### src/rtl/deskew_reorder_rx.sv
// rtl/deskew_reorder_rx.sv - multi-lane block deskew on alignment markers with optional lane reorder
// Purpose: buffers each physical lane from its first alignment marker, then releases all lanes
//   together once every lane has shown a marker, presenting marker-aligned blocks on each
//   logical lane. Markers arriving on some but not all lanes while aligned drop the alignment.
// Ports:
//   clk, reset          - sole clock (rising edge), synchronous active-high reset
//   valid_i[LANE_N]     - per-physical-lane block valid (must be all-ones or all-zeros)
//   am_v_i[LANE_N]      - alignment marker present on the lane this cycle
//   lock_v_i[LANE_N]    - upstream block/marker lock per lane
//   lane_id_i           - logical lane number decoded from the marker, ID_W bits per lane
//   data_i              - physical lane blocks, lane p at [p*BLOCK_W +: BLOCK_W]
//   valid_o, am_v_o     - aligned block valid / aligned markers on all output lanes
//   data_o              - deskewed blocks, logical lane k at [k*BLOCK_W +: BLOCK_W]
//   deskew_lock_o       - high while aligned
//   skew_err_o          - one-cycle pulse, skew exceeded MAX_SKEW_BLOCK_N
//   align_err_o         - one-cycle pulse, duplicate lane id or marker misalignment while locked
// Optional feature macro: LANE_REORDER_EN (logical lane k is taken from the physical lane whose
//   captured marker id equals k; otherwise the mapping is identity and lane_id_i is unused).
module deskew_reorder_rx #(
  parameter int  LANE_N           = 4,
  parameter int  BLOCK_W          = 66,
  parameter int  MAX_SKEW_BLOCK_N = 8,
  localparam int ID_W             = (LANE_N > 1) ? $clog2(LANE_N) : 1
) (
  input  logic                      clk,
  input  logic                      reset,
  input  logic [LANE_N-1:0]         valid_i,
  input  logic [LANE_N-1:0]         am_v_i,
  input  logic [LANE_N-1:0]         lock_v_i,
  input  logic [LANE_N*ID_W-1:0]    lane_id_i,
  input  logic [LANE_N*BLOCK_W-1:0] data_i,
  output logic                      valid_o,
  output logic                      am_v_o,
  output logic [LANE_N*BLOCK_W-1:0] data_o,
  output logic                      deskew_lock_o,
  output logic                      skew_err_o,
  output logic                      align_err_o
);
  localparam int DEPTH = MAX_SKEW_BLOCK_N + 1;
  localparam int PTR_W = (DEPTH > 1) ? $clog2(DEPTH) : 1;
  localparam int CNT_W = $clog2(DEPTH + 1);
  localparam logic [PTR_W-1:0] PTR_LAST  = PTR_W'(DEPTH - 1);
  localparam logic [CNT_W-1:0] CNT_LIMIT = CNT_W'(DEPTH);

  typedef enum logic [1:0] {IDLE, WAIT_AM, ALIGNED} state_t;
  state_t state, state_next;

  // Each entry is {marker flag, block}.
  logic [BLOCK_W:0]          lane_buf [LANE_N][DEPTH];
  logic [PTR_W-1:0]          wptr [LANE_N];
  logic [PTR_W-1:0]          rptr;
  logic [CNT_W-1:0]          skew_cnt;
  logic [LANE_N-1:0]         seen;

  logic                      all_valid, lock_loss, in_wait, in_aligned;
  logic [LANE_N-1:0]         new_mark, seen_next, rd_flag;
  logic                      skew_over, dup_id, final_mark, flag_all, flag_mix;
  logic                      ev_skew, ev_dup, ev_lock, ev_mis, ev_out, clear_all;
  logic [BLOCK_W:0]          rd_entry [LANE_N];
  logic [ID_W-1:0]           id_next [LANE_N];
  logic [LANE_N*BLOCK_W-1:0] mux_data;

  function automatic logic [PTR_W-1:0] ptr_inc(input logic [PTR_W-1:0] p);
    return (p == PTR_LAST) ? '0 : p + PTR_W'(1);
  endfunction

  assign all_valid  = &valid_i;
  // A partial valid pattern means the lanes have lost block alignment to each other.
  assign lock_loss  = ~&lock_v_i | ~(all_valid | ~|valid_i);
  assign in_wait    = (state == WAIT_AM);
  assign in_aligned = (state == ALIGNED);

  // The counter equals the number of valid cycles since the first marker; once it reaches
  // DEPTH the earliest lane would overwrite its marker, so later markers are too late.
  assign skew_over  = (|seen) && (skew_cnt == CNT_LIMIT);
  assign new_mark   = (in_wait && all_valid && !skew_over) ? (am_v_i & ~seen) : '0;
  assign seen_next  = seen | new_mark;
  assign final_mark = in_wait & all_valid & ~skew_over & (&seen_next);

`ifdef LANE_REORDER_EN
  logic [ID_W-1:0] id_q [LANE_N];

  always_comb begin
    for (int p = 0; p < LANE_N; p++)
      id_next[p] = new_mark[p] ? lane_id_i[p*ID_W +: ID_W] : id_q[p];
    dup_id = 1'b0;
    for (int p = 0; p < LANE_N; p++)
      for (int q = p + 1; q < LANE_N; q++)
        if (id_next[p] == id_next[q]) dup_id = 1'b1;
  end

  always_ff @(posedge clk) begin
    if (reset || clear_all) begin
      for (int p = 0; p < LANE_N; p++) id_q[p] <= '0;
    end else if (in_wait && all_valid) begin
      for (int p = 0; p < LANE_N; p++) id_q[p] <= id_next[p];
    end
  end
`else
  logic unused_lane_id;
  assign unused_lane_id = ^lane_id_i;
  assign dup_id = 1'b0;
  for (genvar g = 0; g < LANE_N; g++) begin : g_id_identity
    assign id_next[g] = ID_W'(g);
  end
`endif

  // The entry being written this cycle is forwarded, so the slowest lane (and every lane in
  // the final-marker cycle) is read without waiting for the buffer write.
  always_comb begin
    for (int p = 0; p < LANE_N; p++) begin
      rd_entry[p] = (wptr[p] == rptr) ? {am_v_i[p], data_i[p*BLOCK_W +: BLOCK_W]}
                                      : lane_buf[p][rptr];
      rd_flag[p]  = rd_entry[p][BLOCK_W];
    end
    flag_all = &rd_flag;
    flag_mix = (|rd_flag) & ~flag_all;
    mux_data = '0;
    for (int k = 0; k < LANE_N; k++)
      for (int p = 0; p < LANE_N; p++)
        if (id_next[p] == ID_W'(k)) mux_data[k*BLOCK_W +: BLOCK_W] = rd_entry[p][BLOCK_W-1:0];
  end

  assign ev_skew   = in_wait & all_valid & skew_over & ~lock_loss;
  assign ev_dup    = final_mark & dup_id & ~lock_loss;
  assign ev_lock   = final_mark & ~dup_id & ~lock_loss;
  assign ev_mis    = in_aligned & all_valid & flag_mix & ~lock_loss;
  assign ev_out    = ev_lock | (in_aligned & all_valid & ~flag_mix & ~lock_loss);
  assign clear_all = (state == IDLE) | lock_loss | ev_skew | ev_dup | ev_mis;

  assign deskew_lock_o = in_aligned;

  always_ff @(posedge clk) begin
    if (reset) state <= IDLE;
    else       state <= state_next;
  end

  always_comb begin
    state_next = state;
    case (state)
      IDLE:    if (&lock_v_i) state_next = WAIT_AM;
      WAIT_AM: if (ev_lock)   state_next = ALIGNED;
      ALIGNED: if (ev_mis)    state_next = WAIT_AM;
      default:                state_next = IDLE;
    endcase
    if (lock_loss) state_next = IDLE;
  end

  always_ff @(posedge clk) begin
    if (reset) begin
      seen        <= '0;
      skew_cnt    <= '0;
      rptr        <= '0;
      for (int p = 0; p < LANE_N; p++) wptr[p] <= '0;
      valid_o     <= 1'b0;
      am_v_o      <= 1'b0;
      data_o      <= '0;
      skew_err_o  <= 1'b0;
      align_err_o <= 1'b0;
    end else begin
      valid_o     <= ev_out;
      am_v_o      <= ev_out & flag_all;
      skew_err_o  <= ev_skew;
      align_err_o <= ev_dup | ev_mis;
      if (ev_out) data_o <= mux_data;

      if (clear_all) begin
        seen     <= '0;
        skew_cnt <= '0;
        rptr     <= '0;
        for (int p = 0; p < LANE_N; p++) wptr[p] <= '0;
      end else if (in_wait && all_valid) begin
        seen <= seen_next;
        if (|seen_next) skew_cnt <= skew_cnt + CNT_W'(1);
        for (int p = 0; p < LANE_N; p++)
          if (seen_next[p]) wptr[p] <= ptr_inc(wptr[p]);
        if (ev_lock) rptr <= ptr_inc(rptr);
      end else if (in_aligned && all_valid) begin
        for (int p = 0; p < LANE_N; p++) wptr[p] <= ptr_inc(wptr[p]);
        rptr <= ptr_inc(rptr);
      end
    end
  end

  always_ff @(posedge clk) begin
    for (int p = 0; p < LANE_N; p++)
      if (all_valid && ((in_wait && seen_next[p]) || in_aligned))
        lane_buf[p][wptr[p]] <= {am_v_i[p], data_i[p*BLOCK_W +: BLOCK_W]};
  end

endmodule

### config.mk
export PLATFORM = sky130hd
export DESIGN_NAME = deskew_reorder_rx
export DESIGN_NICKNAME = d
export VERILOG_FILES = /design/src/rtl/deskew_reorder_rx.sv
export SDC_FILE = /design/constraint.sdc
export NUM_CORES = 2
export LEC_CHECK = 0
export CAP_MARGIN = 0
export CORE_MARGIN = 10
export CORE_UTILIZATION = 54
export DETAILED_ROUTE_END_ITERATION = 16
export GPL_TIMING_DRIVEN = 1
export PLACE_DENSITY = 0.76
export SLEW_MARGIN = 20
export SYNTH_ARGS = -nofsm -noshare
export SYNTH_HDL_FRONTEND = slang
export SYNTH_SLANG_ARGS = --single-unit
### constraint.sdc
create_clock -name clk -period 11.1 [get_ports clk]
set_input_delay 2.775 -clock clk [delete_from_list [all_inputs] [get_ports clk]]
set_output_delay 2.775 -clock clk [all_outputs]
set_load 0.01 [all_outputs]
Word-level counts from Yosys, hierarchy flattened:

Memory sizes are Yosys's and may differ from the RTL's.
Cells that the tools add are included.

* bits in registers: 282
* RAM bits: 2428
* input bits: 286
* output and inout port bits: 269
* word-level logic and storage cells: 211
* memories kept: 2

Memory list
* lane_buf: words 4, width 603, rd ports 4, clocked after Yosys merged registers in 0, wr ports 4, line 49 `logic [BLOCK_W:0] lane_buf [LANE_N][DEPTH];`
* wptr: words 4, width 4, rd ports 4, clocked after Yosys merged registers in 0, wr ports 4, line 50 `logic [PTR_W-1:0] wptr [LANE_N];`

* add/subtract/negate cells: 6
* magnitude comparators: 9
* equality and inequality tests: 16
* muxes and demuxes: 87
* bitwise logic cells: 44
* reductions and logical operators: 38

Operator list (number)
* two-way mux 603 bit: 4
* binary-select mux 67 bit (select 4 bit): 4
* demux 67 bit (select 4 bit): 4
* two-way mux 67 bit: 16
* two-way mux 4 bit: 21
* two-way mux 1 bit: 34
* >= comparator 5 bit (second input constant): 5
* inverter 4 -> 5 bit: 5
* adder 4 x 1 -> 4 bit (second input constant): 6
* equality test 4 bit (second input constant): 6
* < comparator 5 x 1 -> 1 bit (second input constant): 4
* bitwise OR 1 bit: 18
* equality test 4 bit: 4
* logical AND 1 bit: 16
* AND reduction 4 bit: 4
* OR reduction 4 bit: 4
* bitwise AND 1 bit: 13
* two-way mux 2 bit: 3
* inequality test 2 x 1 -> 1 bit (second input constant): 3
* one-hot mux 2 bit (3 select lines): 1
* inverter 1 bit: 5
* bitwise AND 4 bit: 1
* logical OR 1 bit: 4
* inverter 4 bit: 1
* 10 further kinds: 14

Longest topological paths before layout:

* word-level depth: 17
* gate-level depth with buffers: 12
* depth with buffers taken out: 9

Least setup slack after synthesis:

OpenSTA, ideal clock, no wires.

* path kind: input to register
* start: input valid_i[0]
* end: memory lane_buf[1][335] (netlist name), enable pin
* setup time: 681 ps
* arrival time: 10919 ps
* setup slack: -500 ps
* cell stages on the path: 7
* buffers on the path: 2
* cells stage by stage: nand4_1 or3b_2 clkbuf_1 nor2_1 nor2_1 clkbuf_1 nor4b_1

RTL lines
* start, declared: line 27 `input logic [LANE_N-1:0] valid_i,`
* end, declared: line 49

Final worst setup path:

* start: input valid_i[1]
* end: register data_o[158]

* word-level cells in the longest chain between the ends: 9
* elaborated cells on any way between the ends: 20

RTL lines
* AND reduction 4 bit: line 67 `assign all_valid = &valid_i;`
* logical AND 1 bit (2 in series): line 76 `assign new_mark = (in_wait && all_valid && !skew_over) ? (am_v_i & ~seen) : '0;`
* two-way mux 4 bit: line 76
* bitwise OR 4 bit: line 77 `assign seen_next = seen | new_mark;`
* AND reduction 4 bit: line 78 `assign final_mark = in_wait & all_valid & ~skew_over & (&seen_next);`
* bitwise AND 1 bit: line 78
* bitwise AND 1 bit: line 126 `assign ev_lock = final_mark & ~dup_id & ~lock_loss;`
* bitwise OR 1 bit *: line 128 `assign ev_out = ev_lock | (in_aligned & all_valid & ~flag_mix & ~lock_loss);`
* end signal, assigned: line 165 `if (ev_out) data_o <= mux_data;`
* end, declared: line 34 `output logic [LANE_N*BLOCK_W-1:0] data_o,`

Every way passes the cells marked *; elsewhere a longest branch is shown, timed or not.
A chain may end at the register's enable or synchronous reset.

==> metrics.md <==
| Metric | Value |
|---|---|
| Main synth FF type | edfxtp_1 |
| Worst Path Required | approximately 12 ns |
| CP bufs+invs | 3 |
| Setup bufs post-CTS | 0 |
| Post-Route Skew | about 0.076 ns |
| P&R area growth vs syn | 16.7% |
| Worst path top cell family by delay | buffers and inverters |
| Fin util | 63.5% |
| Setup violators final | 0 |
| Critical Path Most Common Cell | buf_4 |
| Post-CTS sizing | 0 |
| Reg2reg setup slack | approximately 4.5 ns |
| DRT iter0 DRCs | around 6,000 |
| CTS tree | yes |
| Comb power frac | roughly 1.5% |
| Final instance area | 0.121 mm^2 |
| Cell Pwr Density | around 170 mW/mm^2 |
| NumNets Final | about 6,600 |
| Critical path launch point type | input port |
| Maximum vdd ir drop | ~0.16 mV |
| Sequential share of the synthesized area | approximately 76% |
| Crit path DAT | just under 8 ns |
| Post-synth ARST share | 0% |
| CP cell instances | clkdlybuf4s50_1 > nand4_1 > nor3b_2 > a31oi_1 > nor4_1 > o21ai_0 > a21oi_4 > buf_4 > buf_4 > o22ai_1 |
| DRT Pass-1 Iters | 7 |
| Critical path endpoint category | register |
| Crit path to | data_o[158]$_SDFFE_PP0N_ |
| Placed insts | 8,513 |
| Vias post-DR | 56,800 |
| CTS HTree Levels | 5 |
| Fmax | between 100 and 150 MHz |
| Gate Count Post-Synth | 5,751 |
| Global-route wire length before repair | roughly 380,000 um |
| Die W | approximately 460 um |
| Crit path from | valid_i[1] |
| Slowest cell on crit path | buf_4 |
| # Max-Cap Violations | 0 |
| Via density | roughly 6.3 |
| R2R Path End | data_o[158]$_SDFFE_PP0N_ |
| Worst hold start | data_o[238]$_SDFFE_PP0N_ |
| CP Depth | 10 |
| RSZ-0062 raised after global routing | no |
| Final wirelength | 258,000 um |
| Slew HR | roughly 20% |
| Core area | 0.191 mm^2 |
| Synthesized Nets | about 6,100 |
| Die height | about 460 um |
| FF-to-FF Start | rptr[0]$_SDFFE_PP0P_ |
| WL per Instance | between 20 and 30 um |
| Mean post-synth cell area | approximately 18 um^2 |
| Worst reg2reg path depth | 12 |
| DP Area | 0.112 mm^2 |
| Global placer's final weighted congestion | approximately 0.74 |
| Clock buffer depth | 4 |
| Clock slew at reported path FFs | approximately 0.060 ns |
| Setup TNS | 0 ns |
| Yosys cell types | slightly below 60 |
| Initial Util | a little over half |
| Die Area | 0.210 mm^2 |
| Final HPWL DP | 135,000 um |
| Critical path peak fanout | between 50 and 60 |
| Num Clock Sinks | approximately 2,700 |
| Clk root buf | clkbuf_16 |
| Clock Power Share | around 45% |
| Slew of the pin with the lowest slew margin | approximately 1.2 ns |
| Critical path's largest stage delay | around 0.7 ns |
| P_int | roughly 17 mW |
| Pins Over Slew Limit | 0 |
| GR Util All Layers | 24.2% |
| Final worst-path cycle share | 63.1% |
| Clock Latency Late Sink | 0.95 ns |
| Sw power | around 4 mW |
| Leak | roughly 39 nW |
| Hold Path Class | register to register |
| EDFF count, synth | roughly 2,400 |
| Layout cells sized above 1 | 16.9% |
| Status | complete, no violations |
| # DRC | 0 |
| Num CTS Buffers | between 200 and 300 |
| Flops & latches, synth | roughly 2,700 |
| Post-Syn Area | 0.104 mm^2 |
| Final antenna-violating net count | 0 |
| Grt ovf | 0 |
| Reg power frac | a little over half |
| Sw Ratio | about 19% |
| Ports | 555 |
| Num rows | between 150 and 200 |
| Ys Warns | 0 |
| Non-filler instance count after layout | around 9,000 |
| Setup CP Type | input port to register |
| I/O Buffers | ~550 |
| Initial antenna violation count | 68 |
| Final hold violation count | 0 |
| Hold-fix buffers, CTS | 0 |
| Largest net degree at the start of global routing | 163 |
| Final min period | 7.00 ns |
| Vias in the first global route | 58,700 |
[cell usage in the layout (no fill, tap or decap), drive strengths merged, types with 20 or more instances in the layout]
cell type,Yosys,layout
edfxtp,2428,2428
nand2,1018,1018
clkdlybuf4s50,0,545
mux4,536,536
clkbuf,249,394
dfxtp,282,282
and3,276,276
a221oi,264,264
o22ai,211,211
buf,147,102
inv,81,87
clkinv,1,66
o32ai,57,57
diode,0,32
nor2,27,27
bufinv,0,21
ha,20,20
[worst reg2reg max path, cell delays in order (launching register included)]
cell	delay [ns]
dfxtp_4	0.95
buf_12	0.51
xor2_1	0.38
nor4_4	0.17
buf_4	0.42
buf_4	0.68
inv_2	0.09
o22ai_1	0.48
nand4_1	0.33
a21oi_4	0.63
buf_4	0.70
buf_4	0.82
o22ai_1	0.30
[power groups by stage]
| stage | logic (mW) | clock network (mW) | registers, mW |
|---|---|---|---|
| final | 0.308 | 9.32 | 11.1 |
| after global routing | 0.333 | 9.87 | 11.1 |
| after CTS | 0.308 | 9.47 | 11.1 |
| after detailed placement | 0.306 | 0 | 11.3 |
| after global placement | 0.291 | 0 | 11.3 |
| after floorplan | 0.0586 | 0 | 11.3 |
[routing by layer]
layer  track usage, %  vias to the layer above  part of all wire, %
met5                0                        -                 0.14
met1             31.5                    29400                   38
met4             9.60                       60                  3.6
met2             40.2                     2696                   50
met3             5.03                      519                  8.4
li1                 -                    24200                    -
[registers in the layout, summed over array words and instances (netlist names)]
register	flops
skew_cnt	4
state	2
am_v_o	1
lane_buf	2412
skew_err_o	1
rptr	4
seen	4
align_err_o	1
wptr	16
data_o	264
valid_o	1
[cells in the mapped netlist, types with 9 or more instances]
cell | instances | area [um^2]
a21oi_1 | 13 | 65.1
a221oi_1 | 264 | 2310
and2_1 | 11 | 68.8
and3_1 | 276 | 1730
buf_1 | 35 | 131
buf_2 | 106 | 531
clkbuf_1 | 249 | 935
dfxtp_1 | 282 | 5650
edfxtp_1 | 2428 | 72900
ha_1 | 20 | 250
inv_1 | 80 | 300
mux4_2 | 536 | 12100
nand2_1 | 1018 | 3820
nor2_1 | 27 | 101
nor3_1 | 17 | 85.1
nor4b_1 | 9 | 78.8
o21ai_0 | 9 | 45.0
o22ai_1 | 211 | 1320
o32ai_1 | 57 | 499
xor2_1 | 19 | 166
[metrics by stage]
step	worst slack (ns)	power [mW]	hold slack, ns
floorplan	-0.500	11.4	0.466
global placement	3.35	11.6	0.453
detailed placement	3.24	11.6	0.457
CTS	4.21	20.9	0.466
global route	3.92	21.3	0.480
finish	4.10	20.7	0.463
[kinds of logic (layout without fill, tap and decap cells)]
group | Yosys count | count (layout) | synth area share (%)
AOI/OAI and AO/OA | 583 | 583 | 4.31
DFF | 2710 | 2710 | 75.7
other | 0 | 32 | 0
muxes | 539 | 539 | 11.7
and+or+nand+nor | 1400 | 1400 | 6.01
buffers and inverters | 478 | 1232 | 1.89
xor gates and xnor gates | 21 | 21 | 0.177
adders and majority gates | 20 | 20 | 0.241
[cell type report]
cell class                      instances  area [um^2]
Antenna cell                           32         80.1
Clock buffer                          394         7980
Clock inverter                        109         1130
Fill cell                           12800        69500
Inverter                               82          330
Multi-Input combinational cell       2563        23500
Sequential cell                      2710        78600
Tap cell                             2511         3140
Timing Repair Buffer                  647         6320
[worst min-delay path by stage]
| stage | end | slack, ns | depth (start not counted) |
|---|---|---|---|
| floorplan | seen[2]$_SDFFE_PP0N_ | 0.47 | 2 |
| global placement | data_o[235]$_SDFFE_PP0N_ | 0.45 | 2 |
| detailed placement | data_o[238]$_SDFFE_PP0N_ | 0.46 | 2 |
| CTS | data_o[238]$_SDFFE_PP0N_ | 0.47 | 2 |
| global route | data_o[238]$_SDFFE_PP0N_ | 0.48 | 2 |
| finish | data_o[238]$_SDFFE_PP0N_ | 0.46 | 2 |
(Power assumes the default switching activity.)
